===== src/rtl/rename_unit_if.sv =====
// Shared payload type and the decode/rename/dispatch/commit bundle for rename_unit.
package pipeline_types;
  typedef struct packed {
    logic [31:0] pc;
    logic [7:0]  uop;
  } ctrl_payload_t;
endpackage

interface rename_unit_if #(
  parameter int unsigned N_LOG  = 32,
  parameter int unsigned N_PHYS = 64
);
  localparam int unsigned AW = $clog2(N_LOG);
  localparam int unsigned PW = $clog2(N_PHYS);

  // decode -> rename
  logic                         dec_valid_i;
  logic                         dec_ready_o;
  logic [AW-1:0]                dec_rs1_i;
  logic [AW-1:0]                dec_rs2_i;
  logic [AW-1:0]                dec_rd_i;
  logic                         dec_rs1_valid_i;
  logic                         dec_rs2_valid_i;
  logic                         dec_rd_used_i;
  logic                         dec_is_branch_i;
  pipeline_types::ctrl_payload_t dec_payload_i;

  // rename -> dispatch
  logic                         ren_valid_o;
  logic                         ren_ready_i;
  logic [PW-1:0]                ren_ps1_o;
  logic [PW-1:0]                ren_ps2_o;
  logic [PW-1:0]                ren_pd_o;
  logic [PW-1:0]                ren_pd_old_o;
  logic                         ren_rd_used_o;
  pipeline_types::ctrl_payload_t ren_payload_o;

  // commit / branch resolution
  logic                         commit_free_valid_i;
  logic [PW-1:0]                commit_free_preg_i;
  logic                         branch_resolve_i;
  logic                         recover_i;

  modport master (
    output dec_valid_i, dec_rs1_i, dec_rs2_i, dec_rd_i, dec_rs1_valid_i,
           dec_rs2_valid_i, dec_rd_used_i, dec_is_branch_i, dec_payload_i,
           ren_ready_i, commit_free_valid_i, commit_free_preg_i,
           branch_resolve_i, recover_i,
    input  dec_ready_o, ren_valid_o, ren_ps1_o, ren_ps2_o, ren_pd_o,
           ren_pd_old_o, ren_rd_used_o, ren_payload_o
  );

  modport slave (
    input  dec_valid_i, dec_rs1_i, dec_rs2_i, dec_rd_i, dec_rs1_valid_i,
           dec_rs2_valid_i, dec_rd_used_i, dec_is_branch_i, dec_payload_i,
           ren_ready_i, commit_free_valid_i, commit_free_preg_i,
           branch_resolve_i, recover_i,
    output dec_ready_o, ren_valid_o, ren_ps1_o, ren_ps2_o, ren_pd_o,
           ren_pd_old_o, ren_rd_used_o, ren_payload_o
  );
endinterface


===== src/rtl/rename_unit.sv =====
// Register rename stage: speculative RAT, circular free list, single branch checkpoint.
module rename_unit #(
  parameter int unsigned N_LOG  = 32,
  parameter int unsigned N_PHYS = 64
) (
  input logic          clk,
  input logic          reset,
  rename_unit_if.slave rn
);
  localparam int unsigned AW       = $clog2(N_LOG);
  localparam int unsigned PW       = $clog2(N_PHYS);
  localparam int unsigned FL_DEPTH = N_PHYS - N_LOG;
  localparam int unsigned FI       = $clog2(FL_DEPTH);
  localparam int unsigned PTR_W    = FI + 1;

  logic [PW-1:0]    rat       [N_LOG];
  logic [PW-1:0]    rat_upd   [N_LOG];
  logic [PW-1:0]    ckpt_rat  [N_LOG];
  logic [PW-1:0]    free_list [FL_DEPTH];
  logic [PTR_W-1:0] head, tail, ckpt_head, head_next, free_count;
  logic             ckpt_valid;

  logic                          ren_valid_q, ren_rd_used_q;
  logic [PW-1:0]                 ren_ps1_q, ren_ps2_q, ren_pd_q, ren_pd_old_q;
  pipeline_types::ctrl_payload_t ren_payload_q;

  logic          alloc_needed, accept, do_alloc, freeing, dec_ready;
  logic [PW-1:0] new_pd;

  assign free_count   = tail - head;
  assign alloc_needed = rn.dec_rd_used_i && (rn.dec_rd_i != '0);
  assign dec_ready    = (!ren_valid_q || rn.ren_ready_i) && !rn.recover_i
                        && !(alloc_needed && (free_count == '0))
                        && !(rn.dec_is_branch_i && ckpt_valid && !rn.branch_resolve_i);
  assign accept       = rn.dec_valid_i && dec_ready;
  assign do_alloc     = accept && alloc_needed;
  assign freeing      = rn.commit_free_valid_i && (rn.commit_free_preg_i != '0);
  assign new_pd       = free_list[head[FI-1:0]];
  assign head_next    = do_alloc ? head + PTR_W'(1) : head;

  // RAT as it will look after this cycle's allocation (checkpoint captures it too)
  always_comb begin
    rat_upd = rat;
    if (do_alloc)
      rat_upd[rn.dec_rd_i] = new_pd;
  end

  // Map table, free list, checkpoint and registered rename outputs
  always_ff @(posedge clk) begin
    if (reset) begin
      for (int unsigned i = 0; i < N_LOG; i++) begin
        rat[i]      <= PW'(i);
        ckpt_rat[i] <= '0;
      end
      for (int unsigned k = 0; k < FL_DEPTH; k++)
        free_list[k] <= PW'(N_LOG + k);
      head          <= '0;
      tail          <= PTR_W'(FL_DEPTH);
      ckpt_head     <= '0;
      ckpt_valid    <= 1'b0;
      ren_valid_q   <= 1'b0;
      ren_rd_used_q <= 1'b0;
      ren_ps1_q     <= '0;
      ren_ps2_q     <= '0;
      ren_pd_q      <= '0;
      ren_pd_old_q  <= '0;
      ren_payload_q <= '0;
    end else begin
      // Frees land in the tail even during recovery; no same-cycle bypass to head
      if (freeing) begin
        free_list[tail[FI-1:0]] <= rn.commit_free_preg_i;
        tail                    <= tail + PTR_W'(1);
      end
      if (rn.recover_i) begin
        ren_valid_q <= 1'b0;
        if (ckpt_valid) begin
          rat        <= ckpt_rat;
          head       <= ckpt_head;
          ckpt_valid <= 1'b0;
        end
      end else begin
        if (rn.branch_resolve_i)
          ckpt_valid <= 1'b0;
        if (accept) begin
          rat           <= rat_upd;
          head          <= head_next;
          ren_valid_q   <= 1'b1;
          ren_ps1_q     <= rn.dec_rs1_valid_i ? rat[rn.dec_rs1_i] : '0;
          ren_ps2_q     <= rn.dec_rs2_valid_i ? rat[rn.dec_rs2_i] : '0;
          ren_pd_q      <= do_alloc ? new_pd : '0;
          ren_pd_old_q  <= do_alloc ? rat[rn.dec_rd_i] : '0;
          ren_rd_used_q <= alloc_needed;
          ren_payload_q <= rn.dec_payload_i;
          // Later assignment overrides a same-cycle resolve clear
          if (rn.dec_is_branch_i) begin
            ckpt_rat   <= rat_upd;
            ckpt_head  <= head_next;
            ckpt_valid <= 1'b1;
          end
        end else if (rn.ren_ready_i) begin
          ren_valid_q <= 1'b0;
        end
      end
    end
  end

  assign rn.dec_ready_o   = dec_ready;
  assign rn.ren_valid_o   = ren_valid_q;
  assign rn.ren_ps1_o     = ren_ps1_q;
  assign rn.ren_ps2_o     = ren_ps2_q;
  assign rn.ren_pd_o      = ren_pd_q;
  assign rn.ren_pd_old_o  = ren_pd_old_q;
  assign rn.ren_rd_used_o = ren_rd_used_q;
  assign rn.ren_payload_o = ren_payload_q;
endmodule

===== src/flat_wrapper.sv =====
// flat-port wrapper written by rule: the top's interface ports become plain ports
module rename_unit_flat 
#(
  parameter int unsigned N_LOG  = 32,
  parameter int unsigned N_PHYS = 64
)
  (clk, reset, rn_dec_valid_i, rn_dec_rs1_i, rn_dec_rs2_i, rn_dec_rd_i, rn_dec_rs1_valid_i, rn_dec_rs2_valid_i, rn_dec_rd_used_i, rn_dec_is_branch_i, rn_dec_payload_i, rn_ren_ready_i, rn_commit_free_valid_i, rn_commit_free_preg_i, rn_branch_resolve_i, rn_recover_i, rn_dec_ready_o, rn_ren_valid_o, rn_ren_ps1_o, rn_ren_ps2_o, rn_ren_pd_o, rn_ren_pd_old_o, rn_ren_rd_used_o, rn_ren_payload_o);
  rename_unit_if #(.N_LOG(N_LOG), .N_PHYS(N_PHYS)) rn_i ();
  input logic clk;
  input logic reset;
  input wire logic [$bits(rn_i.dec_valid_i)-1:0] rn_dec_valid_i;
  input wire logic [$bits(rn_i.dec_rs1_i)-1:0] rn_dec_rs1_i;
  input wire logic [$bits(rn_i.dec_rs2_i)-1:0] rn_dec_rs2_i;
  input wire logic [$bits(rn_i.dec_rd_i)-1:0] rn_dec_rd_i;
  input wire logic [$bits(rn_i.dec_rs1_valid_i)-1:0] rn_dec_rs1_valid_i;
  input wire logic [$bits(rn_i.dec_rs2_valid_i)-1:0] rn_dec_rs2_valid_i;
  input wire logic [$bits(rn_i.dec_rd_used_i)-1:0] rn_dec_rd_used_i;
  input wire logic [$bits(rn_i.dec_is_branch_i)-1:0] rn_dec_is_branch_i;
  input wire logic [$bits(rn_i.dec_payload_i)-1:0] rn_dec_payload_i;
  input wire logic [$bits(rn_i.ren_ready_i)-1:0] rn_ren_ready_i;
  input wire logic [$bits(rn_i.commit_free_valid_i)-1:0] rn_commit_free_valid_i;
  input wire logic [$bits(rn_i.commit_free_preg_i)-1:0] rn_commit_free_preg_i;
  input wire logic [$bits(rn_i.branch_resolve_i)-1:0] rn_branch_resolve_i;
  input wire logic [$bits(rn_i.recover_i)-1:0] rn_recover_i;
  output wire logic [$bits(rn_i.dec_ready_o)-1:0] rn_dec_ready_o;
  output wire logic [$bits(rn_i.ren_valid_o)-1:0] rn_ren_valid_o;
  output wire logic [$bits(rn_i.ren_ps1_o)-1:0] rn_ren_ps1_o;
  output wire logic [$bits(rn_i.ren_ps2_o)-1:0] rn_ren_ps2_o;
  output wire logic [$bits(rn_i.ren_pd_o)-1:0] rn_ren_pd_o;
  output wire logic [$bits(rn_i.ren_pd_old_o)-1:0] rn_ren_pd_old_o;
  output wire logic [$bits(rn_i.ren_rd_used_o)-1:0] rn_ren_rd_used_o;
  output wire logic [$bits(rn_i.ren_payload_o)-1:0] rn_ren_payload_o;
  assign rn_i.dec_valid_i = rn_dec_valid_i;
  assign rn_i.dec_rs1_i = rn_dec_rs1_i;
  assign rn_i.dec_rs2_i = rn_dec_rs2_i;
  assign rn_i.dec_rd_i = rn_dec_rd_i;
  assign rn_i.dec_rs1_valid_i = rn_dec_rs1_valid_i;
  assign rn_i.dec_rs2_valid_i = rn_dec_rs2_valid_i;
  assign rn_i.dec_rd_used_i = rn_dec_rd_used_i;
  assign rn_i.dec_is_branch_i = rn_dec_is_branch_i;
  assign rn_i.dec_payload_i = rn_dec_payload_i;
  assign rn_i.ren_ready_i = rn_ren_ready_i;
  assign rn_i.commit_free_valid_i = rn_commit_free_valid_i;
  assign rn_i.commit_free_preg_i = rn_commit_free_preg_i;
  assign rn_i.branch_resolve_i = rn_branch_resolve_i;
  assign rn_i.recover_i = rn_recover_i;
  assign rn_dec_ready_o = rn_i.dec_ready_o;
  assign rn_ren_valid_o = rn_i.ren_valid_o;
  assign rn_ren_ps1_o = rn_i.ren_ps1_o;
  assign rn_ren_ps2_o = rn_i.ren_ps2_o;
  assign rn_ren_pd_o = rn_i.ren_pd_o;
  assign rn_ren_pd_old_o = rn_i.ren_pd_old_o;
  assign rn_ren_rd_used_o = rn_i.ren_rd_used_o;
  assign rn_ren_payload_o = rn_i.ren_payload_o;
  rename_unit #(.N_LOG(N_LOG), .N_PHYS(N_PHYS)) u_core (.clk(clk), .reset(reset), .rn(rn_i));
endmodule

===== config.mk =====
export PLATFORM = sky130hd
export DESIGN_NAME = rename_unit_flat
export DESIGN_NICKNAME = d
export VERILOG_FILES = /design/src/rtl/rename_unit_if.sv /design/src/rtl/rename_unit.sv /design/src/flat_wrapper.sv
export SDC_FILE = /design/constraint.sdc
export NUM_CORES = 2
export LEC_CHECK = 0
export CORE_MARGIN = 5
export CORE_UTILIZATION = 60
export DETAILED_ROUTE_END_ITERATION = 8
export PLACE_DENSITY = 0.81
export SLEW_MARGIN = 0
export SYNTH_ARGS = -nofsm -noshare
export SYNTH_HDL_FRONTEND = slang
export SYNTH_SLANG_ARGS = --single-unit

===== constraint.sdc =====
create_clock -name clk -period 4.5 [get_ports clk]
set_clock_uncertainty 0.05 [all_clocks]
set_input_delay 0.675 -clock clk [delete_from_list [all_inputs] [get_ports clk]]
set_output_delay 0.675 -clock clk [all_outputs]
set_load 0.02 [all_outputs]

# [After elaboration in Yosys (flattened, before gate mapping)]
# Memory sizes are Yosys's and may differ from the RTL's. A register that Yosys moved wholly into a read port is not among the register bits.
# Cells that the tools add are included.
[totals] in_bits=72 regBits=469 romBits=0 ramBits=192 latchBits=0 elab_cells=155 memories=1 output_inout_bits=67
[memory_table] name="u_core.free_list" depth=32 width=6 rd=1 rd_clocked_by_memory_dff=1 wr=32 line_no="rename_unit.sv:19" source="logic [PW-1:0] free_list [FL_DEPTH];"
[classes] bitwise_logic=4 magnitude_cmp=4 n_div=0 muxes=39 addsub=3 shift=0 n_mul=0 n_reduce_logical=27 eq_ne=1
[ops] cell="192-bit two-way mux" count=4
[ops] cell="192-bit bitwise mux" count=1
[ops] cell="6-bit two-way mux" count=16
[ops] cell="6-bit binary-select mux with 5-bit select" count=3
[ops] cell="6-bit demux with 5-bit select" count=1
[ops] cell="6-bit greater-or-equal comparator, second input constant" count=3
[ops] cell="5-bit inverter with 6-bit output" count=3
[ops] cell="5-bit two-way mux" count=3
[ops] cell="6-bit by 1-bit adder with 6-bit output, second input constant" count=2
[ops] cell="1-bit logical AND" count=11
[ops] cell="1-bit two-way mux" count=11
[ops] cell="6-bit logical NOT" count=1
[ops] cell="6-bit by 1-bit < comparator with 1-bit output, second input constant" count=1
[ops] cell="6-bit nonzero test" count=1
[ops] cell="6-bit OR reduction" count=1
[ops] cell="6-bit subtractor" count=1
[ops] cell="1-bit logical NOT" count=5
[ops] cell="5-bit nonzero test" count=1
[ops] cell="2-bit AND reduction" count=2
[ops] cell="2-bit nonzero test" count=2
[ops] cell="3-bit AND reduction" count=1
[ops] cell="2-bit by 1-bit != test with 1-bit output, second input constant" count=1
[ops] cell="2-bit OR reduction" count=1
[ops] cell="1-bit logical OR" count=1
[ops] cell="1-bit inverter" count=1

# [Logic depth before layout (Yosys ltp)]
[depth] ltp_word=13 mapped_depth=11 mapped_depth_nobuf=8

# [Worst setup path before layout]
# Ideal clock, no wire load.
[synth_path] path_type="register to output" start="reg u_core.head[3]" end="out rn_dec_ready_o" t_required_ns=3.775 t_arrival_ns=2.449 path_buffers=2 stages_incl_launch_ff=9 slack_ns=1.326 cell_sequence="dfxtp_1 > inv_1 > ha_1 > nor4_1 > nand3_1 > a221oi_2 > clkbuf_1 > clkbuf_1 > a21oi_1"
[synth_between] elab_chain_len=6
[synth_rtl] element="start: declaration" line_no="rename_unit.sv:20" source="logic [PTR_W-1:0] head, tail, ckpt_head, head_next, free_count;"
[synth_rtl] element="start signal: assignment" line_no="rename_unit.sv:78" source="head <= ckpt_head;"
[synth_rtl] element="start signal: assignment" line_no="rename_unit.sv:86" source="head <= head_next;"
[synth_rtl] element="6-bit subtractor" line_no="rename_unit.sv:30" source="assign free_count = tail - head;"
[synth_rtl] element="6-bit logical NOT" line_no="rename_unit.sv:33" source="&& !(alloc_needed && (free_count == '0))"
[synth_rtl] element="1-bit logical AND" line_no="rename_unit.sv:33"
[synth_rtl] element="1-bit logical NOT" line_no="rename_unit.sv:33"
[synth_rtl] element="1-bit logical AND" line_no="rename_unit.sv:33"
[synth_rtl] element="1-bit logical AND" line_no="rename_unit.sv:34" source="&& !(rn.dec_is_branch_i && ckpt_valid && !rn.branch_resolve_i);"
[synth_rtl] element="end: declaration" line_no="flat_wrapper.sv:25" source="output wire logic [$bits(rn_i.dec_ready_o)-1:0] rn_dec_ready_o;"
# No other way between the ends.

# [Worst setup path in the final report]
[layout_path] start="in rn_dec_rd_i[4]" end="out rn_dec_ready_o"
[layout_between] elab_chain_len=6
[layout_rtl] element="start: declaration" line_no="flat_wrapper.sv:14" source="input wire logic [$bits(rn_i.dec_rd_i)-1:0] rn_dec_rd_i;"
[layout_rtl] element="5-bit nonzero test" line_no="rename_unit.sv:31" source="assign alloc_needed = rn.dec_rd_used_i && (rn.dec_rd_i != '0);"
[layout_rtl] element="1-bit logical AND" line_no="rename_unit.sv:31"
[layout_rtl] element="1-bit logical AND" line_no="rename_unit.sv:33"
[layout_rtl] element="1-bit logical NOT" line_no="rename_unit.sv:33"
[layout_rtl] element="1-bit logical AND" line_no="rename_unit.sv:33"
[layout_rtl] element="1-bit logical AND" line_no="rename_unit.sv:34"
# No other way between the ends.

==> flow_metrics.env <==
export IMPL_status="finished with violations"
export IMPL_post_cts_resized=0
export IMPL_yosysTopAreaCell="dfxtp_1"
export IMPL_dp_cells=4192
export IMPL_num_vias=31300
export IMPL_gp_congestion=1.07
export IMPL_yosysSeqAreaShare_pct=45.1
export IMPL_hold_start="reset"
export IMPL_muxShareOfSynthArea_pct=14.7
export IMPL_synth_top_cell_area_share_pct=28.0
export IMPL_cts_tree="built"
export IMPL_arrival_ns=3.72
export IMPL_finalNonFillerCells=4324
export IMPL_drt_pass1_iterations=9
export IMPL_worstHoldEndpoint="u_core.rn.ren_payload_o[2]"
export IMPL_max_cap_violations=0
export IMPL_worstSetupEndpointType="output port"
export IMPL_synth_compound_area_share_pct=19.7
export IMPL_yosysUniqueCellTypes=72
export IMPL_htree_levels=3
export IMPL_synth_warnings=0
export IMPL_rr_startpoint="u_core.tail[3]"
export IMPL_drc=1
export IMPL_whs_path_depth=2
export IMPL_peakVddDrop_mv=0.333
export IMPL_yosys_top_cells_count="nand2_1 (495), dfxtp_1 (474), a21oi_1 (416)"
export IMPL_syn_nets=3629
export IMPL_grt_max_degree=139
export IMPL_leakagePower_nw=12.5
export IMPL_tightest_slew_ns=1.32
export IMPL_viasPerCell=7.23
export IMPL_nets=3591
export IMPL_ys_ff_latch=666
export IMPL_avgSynthCellArea_um2=9.54
export IMPL_row_count=87
export IMPL_grt_first_pass_wirelength_mm=176
export IMPL_ant_nets=0
export IMPL_drive_above_1_share_pct=14.3
export IMPL_hold_path_class="input pin to flop"
export IMPL_clockBufferDepth=3
export IMPL_setup_ws_ns=0.0511
export IMPL_gr_total_overflow=0
export IMPL_p_per_area_nw_per_um2=377
export IMPL_synthAdderAreaFrac_pct=0.370
export IMPL_synthTopCellsByArea="dfxtp_1 (28%), edfxtp_1 (17%), mux4_2 (14%)"
export IMPL_grt_usage_pct=37.0
export IMPL_rsz0062_at_grt="false"
export IMPL_die_y_um=248
export IMPL_grt_pass1_vias=29000
export IMPL_hpwl_mm=74.8
export IMPL_die_x_um=248
export IMPL_antenna_found_initial=4
export IMPL_drt_iter0_drc=5210
export IMPL_relSlewSlack_pct=12.0
export IMPL_start_kind="input pin"
export IMPL_clock_latency_ns=0.64
export IMPL_clock_sinks=666
export IMPL_clk_pin_slew_worst_paths_ns=0.06
export IMPL_setup_tns_ns=0
export IMPL_post_route_min_period_ns=4.45
export IMPL_synth_xor_area_share_pct=0.259
export IMPL_drt_total_wl_mm=116
export IMPL_critPathMaxFanout=16
export IMPL_required_ns=3.77
export IMPL_rrSetupSlack_ns=0.54
export IMPL_fillers=4175
export IMPL_cts_made_buffers=71
export IMPL_die_area_um2=61300
export IMPL_root_buffer="clkbuf_16"
export IMPL_rr_worst_depth=8
export IMPL_synth_most_common_cell="nand2_1"
export IMPL_cts_hold_buffers=0
export IMPL_synth_top_family_by_area="compound AO/OA/AOI/OAI gates"
export IMPL_core_area_um2=56200
export IMPL_failed_checks="DRC"
export IMPL_timing_rr_end="u_core.ckpt_rat[114]"
export IMPL_synth_edff_count=192
export IMPL_areaGrowthSynthToFinish_pct=13.3
export IMPL_synthSimpleGateAreaFrac_pct=15.1
export IMPL_path_class="input pin to output port"
export IMPL_fmax_mhz=225
export IMPL_ios=139
export IMPL_post_cts_buffers=0
export IMPL_synth_area_um2=33800
export IMPL_syn_inst=3547
export IMPL_numPortBuffers=138
export IMPL_final_max_slew_viol_count=0
export IMPL_finalSetupViolCount=0
export IMPL_avgRoutedWirePerCell_um=26.8
export IMPL_hold_viol=0
export IMPL_synthArstFlopShare_pct=0
export IMPL_synthFlopType="dfxtp_1"
export IMPL_start_util_pct=60.3
export IMPL_dp_slack_ns=0.249
export IMPL_fin_crit_sh_pct=98.9
layout make-up:
type / count / area [um^2] / area share [%]
clock inverters: 38 / 532 / 1.39
well taps: 756 / 946 / 2.47
multi-input cells: 2458 / 17100 / 44.5
repair buffers: 238 / 2300 / 5.99
flip-flops and latches: 666 / 15300 / 39.8
diodes: 2 / 5.00 / 0.0130
clock buffers: 92 / 1960 / 5.10
inverters: 74 / 283 / 0.737
cell usage in the layout (no fill, tap or decap), types with 9 or more instances in the layout:
cell type,count
a211oi_1,21
a21oi_1,415
a221o_1,24
a221oi_1,17
a22o_1,27
a31oi_1,82
and2_1,41
and3_1,11
buf_12,15
buf_4,87
bufinv_16,9
clkbuf_1,12
clkbuf_16,72
clkbuf_8,9
clkdlybuf4s50_1,131
clkinv_2,14
dfxtp_1,472
edfxtp_1,192
ha_1,10
inv_1,71
mux2i_1,25
mux4_2,204
nand2_1,494
nand2b_1,14
nand3_1,75
nand4_1,42
nor2_1,217
nor3_1,64
nor4_1,22
nor4_2,10
o211ai_1,116
o21ai_0,259
o221a_2,30
o22ai_1,22
o2bb2ai_1,10
or2_2,9
or3_1,68
state kept, by name, summed over array words and instances (netlist names), named ones only:
register,flops
u_core.ckpt_head,6
u_core.rn.ren_ps2_o,6
u_core.tail,6
u_core.rn.ren_pd_old_o,6
u_core.head,6
u_core.rn.ren_payload_o,40
u_core.rn.ren_pd_o,6
u_core.rn.ren_ps1_o,6
u_core.free_list,192
u_core.rat,192
u_core.ckpt_rat,192
u_core.rn.ren_rd_used_o,1
u_core.rn.ren_valid_o,1
u_core.ckpt_valid,1
metrics by stage:
stage / area [um^2] / power [mW] / hold slack [ns] / util, %
after floorplan: 33800 / 7.59 / 0.377 / -
after global placement: 35900 / 8.21 / 0.386 / 63.8
after detailed placement: 35900 / 8.24 / 0.392 / 63.8
after CTS: 38400 / 14.4 / 0.384 / 68.3
after global routing: 38400 / 14.8 / 0.408 / 68.3
final: 38400 / 14.5 / 0.392 / 68.3
how the worst max path moves through the flow:
| stage | from | cells past startpoint | slack (ns) | endpoint |
|---|---|---|---|---|
| floorplan | u_core.head[3] | 8 | 1.33 | rn_dec_ready_o |
| global placement | rn_dec_rd_i[2] | 5 | 0.25 | rn_dec_ready_o |
| detailed placement | rn_dec_rd_i[2] | 5 | 0.25 | rn_dec_ready_o |
| CTS | rn_dec_rd_i[2] | 5 | 0.23 | rn_dec_ready_o |
| global route | rn_dec_rd_i[4] | 5 | 0.1 | rn_dec_ready_o |
| finish | rn_dec_rd_i[4] | 5 | 0.05 | rn_dec_ready_o |
worst max-delay path: stages:
cell             delay, ns
clkdlybuf4s50_1       0.75
nor3_1                0.98
a21boi_2              0.26
a21oi_1               0.38
clkdlybuf4s50_1       0.68
cells by family after synthesis:
logic type	after synthesis
buf+inv	423
fa+ha+maj	10
xor+xnor	10
flops	666
simple gates	1111
compound gates	1088
mux	239
metal layers:
metal	track usage, %	wire length (um)	vias to the layer above
met5	0	0	-
met4	20.7	8490	0
met3	12.9	18600	584
met2	53.3	48500	2749
met1	49.0	40300	14800
li1	-	-	13200
report_power, final:
part / total (mW) / internal, mW / switching, mW
Sequential: 6.61 / 6.38 / 0.230
Clock: 6.25 / 3.64 / 2.61
Combinational: 1.59 / 0.588 / 1.00
Total: 14.5 / 10.6 / 3.84
Note: power is estimated with default switching activity, not from simulation.
